### config.mk
export PLATFORM = sky130hd
export DESIGN_NAME = sram_d_arbiter
export DESIGN_NICKNAME = d
export VERILOG_FILES = /design/src/rtl/sram_d_arbiter.sv
export SDC_FILE = /design/constraint.sdc
export NUM_CORES = 1
export LEC_CHECK = 0
export ABC_AREA = 1
export CORE_AREA = 3 3 120 122
export CTS_BUF_LIST = sky130_fd_sc_hd__clkbuf_4 sky130_fd_sc_hd__clkbuf_8
export DETAILED_ROUTE_END_ITERATION = 10
export DIE_AREA = 0 0 123 125
export GPL_ROUTABILITY_DRIVEN = 0
export PLACE_DENSITY = 0.62
export SLEW_MARGIN = 40
export SYNTH_ARGS = -nofsm -noshare
export SYNTH_HDL_FRONTEND = slang
export SYNTH_SLANG_ARGS = --single-unit
### constraint.sdc
create_clock -name clk_i -period 2.2 [get_ports clk_i]
set_clock_uncertainty 0.15 [all_clocks]
set_input_delay 0.44 -clock clk_i [delete_from_list [all_inputs] [get_ports clk_i]]
set_output_delay 0.44 -clock clk_i [all_outputs]
set_load 0.03 [all_outputs]
### src/rtl/sram_d_arbiter.sv
// Two-master OBI arbiter feeding the SRAM wrapper data port. Master 0 is the
// core data port, master 1 the SPI cache fill/writeback engine. An in-order ID
// FIFO routes each response back to the master that issued the request.
module sram_d_arbiter #(
   parameter int MAX_OUTSTANDING = 2,  // ID FIFO depth, 1..8
   parameter int FIXED_PRIO      = 0   // 0 = round-robin, 1 = master 0 wins conflicts
) (
   input  logic        clk_i,
   input  logic        rst_i,
   // master 0: core data port
   input  logic        m0_req_i,
   output logic        m0_gnt_o,
   input  logic [31:0] m0_addr_i,
   input  logic        m0_we_i,
   input  logic [3:0]  m0_be_i,
   input  logic [31:0] m0_wdata_i,
   output logic        m0_rvalid_o,
   output logic [31:0] m0_rdata_o,
   // master 1: SPI fill engine
   input  logic        m1_req_i,
   output logic        m1_gnt_o,
   input  logic [31:0] m1_addr_i,
   input  logic        m1_we_i,
   input  logic [3:0]  m1_be_i,
   input  logic [31:0] m1_wdata_i,
   output logic        m1_rvalid_o,
   output logic [31:0] m1_rdata_o,
   // slave: SRAM wrapper sram_d
   output logic        s_req_o,
   input  logic        s_gnt_i,
   output logic [31:0] s_addr_o,
   output logic        s_we_o,
   output logic [3:0]  s_be_o,
   output logic [31:0] s_wdata_o,
   input  logic        s_rvalid_i,
   input  logic [31:0] s_rdata_i,
   output logic        protocol_err_o
);

   localparam int PTR_W = (MAX_OUTSTANDING > 1) ? $clog2(MAX_OUTSTANDING) : 1;
   localparam int CNT_W = $clog2(MAX_OUTSTANDING + 1);
   localparam logic [PTR_W-1:0] PTR_LAST = PTR_W'(MAX_OUTSTANDING - 1);
   localparam logic [CNT_W-1:0] CNT_FULL = CNT_W'(MAX_OUTSTANDING);

   logic [MAX_OUTSTANDING-1:0] id_q, id_d;
   logic [PTR_W-1:0]           wr_ptr_q, wr_ptr_d;
   logic [PTR_W-1:0]           rd_ptr_q, rd_ptr_d;
   logic [CNT_W-1:0]           count_q, count_d;
   logic                       last_winner_q, last_winner_d;
   logic                       ignore_rsp_q;
   logic                       protocol_err_q, protocol_err_d;

   logic win_id;
   logic fifo_full, fifo_empty;
   logic accept, pop, rsp_valid, head_id;

   // Pick the winner: lone requester wins; on conflict use fixed priority or
   // hand the slot to the master that did not win last.
   always_comb begin
      win_id = 1'b0;
      if (m0_req_i && m1_req_i) begin
         win_id = (FIXED_PRIO != 0) ? 1'b0 : ~last_winner_q;
      end else if (m1_req_i) begin
         win_id = 1'b1;
      end
   end

   // Request mux, grant split and response routing. Full FIFO blocks new
   // grants regardless of a same-cycle pop, so rvalid never reaches gnt.
   always_comb begin
      fifo_full  = (count_q == CNT_FULL);
      fifo_empty = (count_q == '0);
      s_req_o    = (m0_req_i | m1_req_i) & ~fifo_full;
      accept     = s_req_o & s_gnt_i;
      m0_gnt_o   = accept & ~win_id;
      m1_gnt_o   = accept & win_id;
      s_addr_o   = win_id ? m1_addr_i  : m0_addr_i;
      s_we_o     = win_id ? m1_we_i    : m0_we_i;
      s_be_o     = win_id ? m1_be_i    : m0_be_i;
      s_wdata_o  = win_id ? m1_wdata_i : m0_wdata_i;

      // responses in the first cycle after reset belong to flushed requests
      rsp_valid   = s_rvalid_i & ~ignore_rsp_q;
      pop         = rsp_valid & ~fifo_empty;
      head_id     = id_q[rd_ptr_q];
      m0_rvalid_o = pop & ~head_id;
      m1_rvalid_o = pop & head_id;
      m0_rdata_o  = s_rdata_i;
      m1_rdata_o  = s_rdata_i;
      protocol_err_o = protocol_err_q;
   end

   // Next-state for the ID FIFO, arbitration history and error flag.
   always_comb begin
      id_d           = id_q;
      wr_ptr_d       = wr_ptr_q;
      rd_ptr_d       = rd_ptr_q;
      count_d        = count_q;
      last_winner_d  = last_winner_q;
      protocol_err_d = protocol_err_q | (rsp_valid & fifo_empty);
      if (accept) begin
         id_d[wr_ptr_q] = win_id;
         wr_ptr_d       = (wr_ptr_q == PTR_LAST) ? '0 : wr_ptr_q + 1'b1;
         last_winner_d  = win_id;
      end
      if (pop) begin
         rd_ptr_d = (rd_ptr_q == PTR_LAST) ? '0 : rd_ptr_q + 1'b1;
      end
      case ({accept, pop})
         2'b10:   count_d = count_q + 1'b1;
         2'b01:   count_d = count_q - 1'b1;
         default: count_d = count_q;
      endcase
   end

   // Control state with synchronous reset; reset flushes in-flight IDs.
   always_ff @(posedge clk_i) begin
      if (rst_i) begin
         wr_ptr_q       <= '0;
         rd_ptr_q       <= '0;
         count_q        <= '0;
         last_winner_q  <= 1'b1;
         ignore_rsp_q   <= 1'b1;
         protocol_err_q <= 1'b0;
      end else begin
         wr_ptr_q       <= wr_ptr_d;
         rd_ptr_q       <= rd_ptr_d;
         count_q        <= count_d;
         last_winner_q  <= last_winner_d;
         ignore_rsp_q   <= 1'b0;
         protocol_err_q <= protocol_err_d;
      end
   end

   // ID storage is only read behind a non-zero count, so it needs no reset.
   always_ff @(posedge clk_i) begin
      id_q <= id_d;
   end

endmodule

### Word level (Yosys, flattened, before mapping)

Index checks and enable logic that the tools add are counted.

* bits in registers: 9
* latch bits: 0
* memory bits (writable): 0
* ROM bits: 0
* bits of input ports: 176
* output and inout bits: 139
* memories kept: 0

* $add $sub $neg: 4
* multipliers: 0
* divide/modulo/power cells: 0
* magnitude comparators: 3
* equality and inequality tests: 3
* shift operators: 0
* multiplexer cells: 15
* bitwise gates (word level): 17
* reduce and logical (&&, ||, !) cells: 4

Operators with widths (count)
* two-way mux 32 bit: 2
* AND 1 bit: 9
* two-way mux 1 bit: 9
* NOT 1 bit: 6
* == test 2 bit (second input constant): 2
* < comparator 1 x 2 -> 1 bit (second input constant): 2
* two-way mux 4 bit: 1
* one-hot mux 2 bit (2 select lines): 1
* adder 1 bit (second input constant): 2
* adder 2 x 1 -> 2 bit (second input constant): 1
* bitwise mux 2 bit: 1
* == test 2 x 1 -> 1 bit (second input constant): 1
* logical AND 1 bit: 2
* zero test 2 bit: 1
* bitwise OR 1 bit: 2
* nonzero test 2 bit: 1
* subtractor 2 x 1 -> 2 bit (second input constant): 1
* demux 1 bit (select 1 bit): 1
* greater-or-equal comparator 1 bit (second input constant): 1

### Logic depth before layout (Yosys ltp)

* word-level depth: 6
* gate-level depth with buffers: 8
* depth with buffers taken out: 8

### Worst setup path after synthesis

No wires, ideal clock.

* path type: input to output
* start: input port m1_req_i
* end: output port m1_gnt_o
* data arrival time: 1.322 ns
* slack: 0.288 ns
* cell stages on the path: 4
* path buffers: 0
* cell sequence: nor2_1 -> nor2_1 -> nand3_1 -> inv_1

* word-level cells in the longest chain between the ends: 4

RTL lines
* from (decl): line 20 `input logic m1_req_i,`
* bitwise OR 1 bit: line 73 `s_req_o = (m0_req_i | m1_req_i) & ~fifo_full;`
* AND 1 bit: line 73
* named net s_req_o: line 29 `output logic s_req_o,`
* AND 1 bit: line 74 `accept = s_req_o & s_gnt_i;`
* AND 1 bit: line 76 `m1_gnt_o = accept & win_id;`
* to (decl): line 21 `output logic m1_gnt_o,`

The timed path passes the listed nets, and every way through them passes these cells.

### Final worst setup path

* start: input port s_rvalid_i
* end: output port m0_rvalid_o

* word-level cells in the longest chain between the ends: 3

RTL lines
* from (decl): line 35 `input logic s_rvalid_i,`
* AND 1 bit: line 83 `rsp_valid = s_rvalid_i & ~ignore_rsp_q;`
* AND 1 bit: line 84 `pop = rsp_valid & ~fifo_empty;`
* named net pop: line 55 `logic accept, pop, rsp_valid, head_id;`
* AND 1 bit: line 86 `m0_rvalid_o = pop & ~head_id;`
* to (decl): line 17 `output logic m0_rvalid_o,`

The timed path passes the listed nets, and every way through them passes these cells.

==> impl_metrics.ini <==
[yosys]
synth.ff_latch_count = 9
synth.most_common_cell = nand2_1
synth_top_area_cell = nand2_1
async_reset_ff_frac = 0
synth-edff-count = 2
netlist_instances = 345
yosysWarnings = 0
syn-num-nets = 522
syn_avg_cell_area_um2 = 5.08
synth_top_area_share = 0.465
synthDistinctLibCells = 18
synth_common_cells = nand2_1, buf_4, nor2_1
ys_seq_area_frac = 0.114
synth.area.top_cells = nand2_1, buf_4, dfxtp_1
syn-cell-area_um2 = 1750
synth_ff_type = dfxtp_1

[critical_path]
r2r-end = count_q[1]
arrival_ns = 1.52
cp-start-kind = input pin
timing.rr.start = count_q[0]
crit_path_end_kind = output pin
path_max_fanout = 3
ff2ff_path_depth = 7
ff2ff_setup_slack_ns = 0.52
critPathMaxStageDelay_ns = 0.49
critPathRequiredTime_ns = 1.61
crit_chain = clkdlybuf4s50_1 > nand2_1 > a21oi_2 > and2_1 > buf_4
slowest_stage = clkdlybuf4s50_1
critical_path_class = input pin to output pin

[final_layout]
finalNetCount = 684
fin_area_um2 = 3770
num_antenna_cells = 0
synthToLayoutAreaGrowth_pct = 115
fill_cells = 1454
drive_gt1_frac = 0.202

[grt]
first_global_vias = 2419
grtUsageTotal = 0.0968
grt_max_degree = 42
gr-total-overflow = 0
grt_pass1_wl_um = 12100
antenna_found_initial = 0

[hold_path]
hold_path.class = register to register
holdPathStages = 2
holdPathEnd = protocol_err_o
min_from = protocol_err_o

[cts]
cts-root-buf = clkbuf_8
clk_pin_slew_ns = 0.05
clkSinkCount = 9
insertion_delay_ns = 0.23
cts-buffers-inserted = 3
htree_levels = 1
cts_hold_buf = 0
cts_tree = done
clk_path_buf_depth = 2

[power_and_ir_drop]
p_leak_nw = 1.93
p_sw_frac = 0.422
pwr-share-clk = 0.140
power-per-cell-area_nw_per_um2 = 390
pwr-share-seq = 0.133
intPower_mw = 0.852
power_frac_comb = 0.727
switchingPower_mw = 0.621
max-vdd-ir-drop_mv = 0.177
fin_total_pwr_mw = 1.47

[sta]
rsz0062_at_grt = false
maxSlewViolCount = 0
worstMarginPinSlew_ns = 0.300
finalCriticalPeriod_ns = 2.11
slew_headroom = 0.799
hold_viol = 0
setup-violations-final = 0
finalCritPeriodShare = 0.961
fin_hold_ws_ns = 0.328
timing.fmax_ghz = 0.473

[place]
place_area_um2 = 3550
io_buffers = 218
dp_hpwl_um = 6420

[routing]
ant_nets = 0
dr.pass1.iters = 4
drc = 0
routed_wirelength_um = 8290
via_count = 2482
wl_per_cell_um = 12.2
drt_iter0_markers = 65
vias_per_cell = 3.64

[die]
die_w_um = 123
start_util = 0.132
fp.coreArea_um2 = 13300
ios = 315
die_area_um2 = 15400
placementRows = 42
dieHeight_um = 125

[status]
status = completed

[run]
cap_violations = 0
-- per-stage QoR --
stage / std cells / worst slack (ns) / setup TNS, ns / utilization
after floorplan: 345 / 0.288 / 0 / -
after global placement: 670 / -0.258 / -12.43 / 0.267
after detailed placement: 670 / -0.253 / -11.86 / 0.267
after CTS: 682 / 0.00946 / 0 / 0.284
after global routing: 682 / 0.0213 / 0 / 0.284
final: 682 / 0.0857 / 0 / 0.284
-- area by class of cell --
class	count	area [um^2]	area share
clock buffers	4	48.8	0.0129
inverters	12	47.5	0.0126
multi-input cells	246	975	0.258
flip-flops and latches	9	200	0.0530
well taps	176	220	0.0583
repair buffers	235	2280	0.605
-- sequential cells by signal, indices dropped and copies added (netlist names) --
name	flops
count_q	2
id_q	2
ignore_rsp_q	1
last_winner_q	1
protocol_err_o	1
rd_ptr_q	1
wr_ptr_q	1
-- worst max-delay path: cells and delay by family --
kind | cells | cell delay (ns)
compound gates | 1 | 0.18
simple gates | 2 | 0.26
buf+inv | 2 | 0.64
-- repair_timing --
| item | in CTS | in global routing |
|---|---|---|
| hold endpoints to repair | 0 | 0 |
| endpoints found under the setup margin | 71 | 31 |
| buffers inserted | 5 | 0 |
| pin swaps | 1 | 1 |
| resized for setup | 18 | 3 |
| cloned | 3 | 0 |
-- routing by layer --
| metal | routed length (um) | GRT usage | vias up |
|---|---|---|---|
| met1 | 3260 | 0.114 | 991 |
| met4 | 131 | 0.0169 | 0 |
| met5 | 0 | 0 | - |
| met3 | 1040 | 0.0384 | 16 |
| met2 | 3860 | 0.167 | 183 |
| li1 | - | - | 1292 |
-- layout by cell type, fill, tap and decap left out, types with 2 or more instances in the layout --
master           synthesis  routed
a21oi_1                  4       3
buf_12                   0       5
buf_16                   0       2
buf_4                   64      72
buf_6                    0      11
clkbuf_2                 0       2
clkbuf_8                 0       3
clkdlybuf4s50_1          0     142
dfxtp_1                  7       7
edfxtp_1                 2       2
inv_1                   10      10
nand2_1                217     217
nand3_1                  4       4
nand4_1                  2       2
nor2_1                  12      12
o21ai_0                  2       2
-- logic make-up after synthesis --
kind of cell,after synthesis,share of synthesized area
buffers and inverters,90,0.332
AOI/OAI and AO/OA,7,0.0264
adders and majority gates,1,0.00714
DFF,9,0.114
and+or+nand+nor,238,0.520
-- power by group through the flow --
stage,clock [mW],combinational [mW],sequential (mW)
3_5_place_dp,0,1.01,0.199
4_1_cts,0.207,1.08,0.196
2_1_floorplan,0,0.694,0.200
6_report,0.207,1.07,0.196
5_1_grt,0.222,1.15,0.198
3_3_place_gp,0,1.01,0.199
-- worst max path at each step --
stage / from / endpoint / cells past startpoint
2_1_floorplan: m1_req_i / m1_gnt_o / 4
3_3_place_gp: m1_req_i / s_wdata_o[13] / 7
3_5_place_dp: m1_req_i / s_wdata_o[13] / 7
4_1_cts: s_rvalid_i / m0_rvalid_o / 5
5_1_grt: s_rvalid_i / m0_rvalid_o / 5
6_report: s_rvalid_i / m0_rvalid_o / 5
No activity file was read; power rests on OpenSTA's default activity.
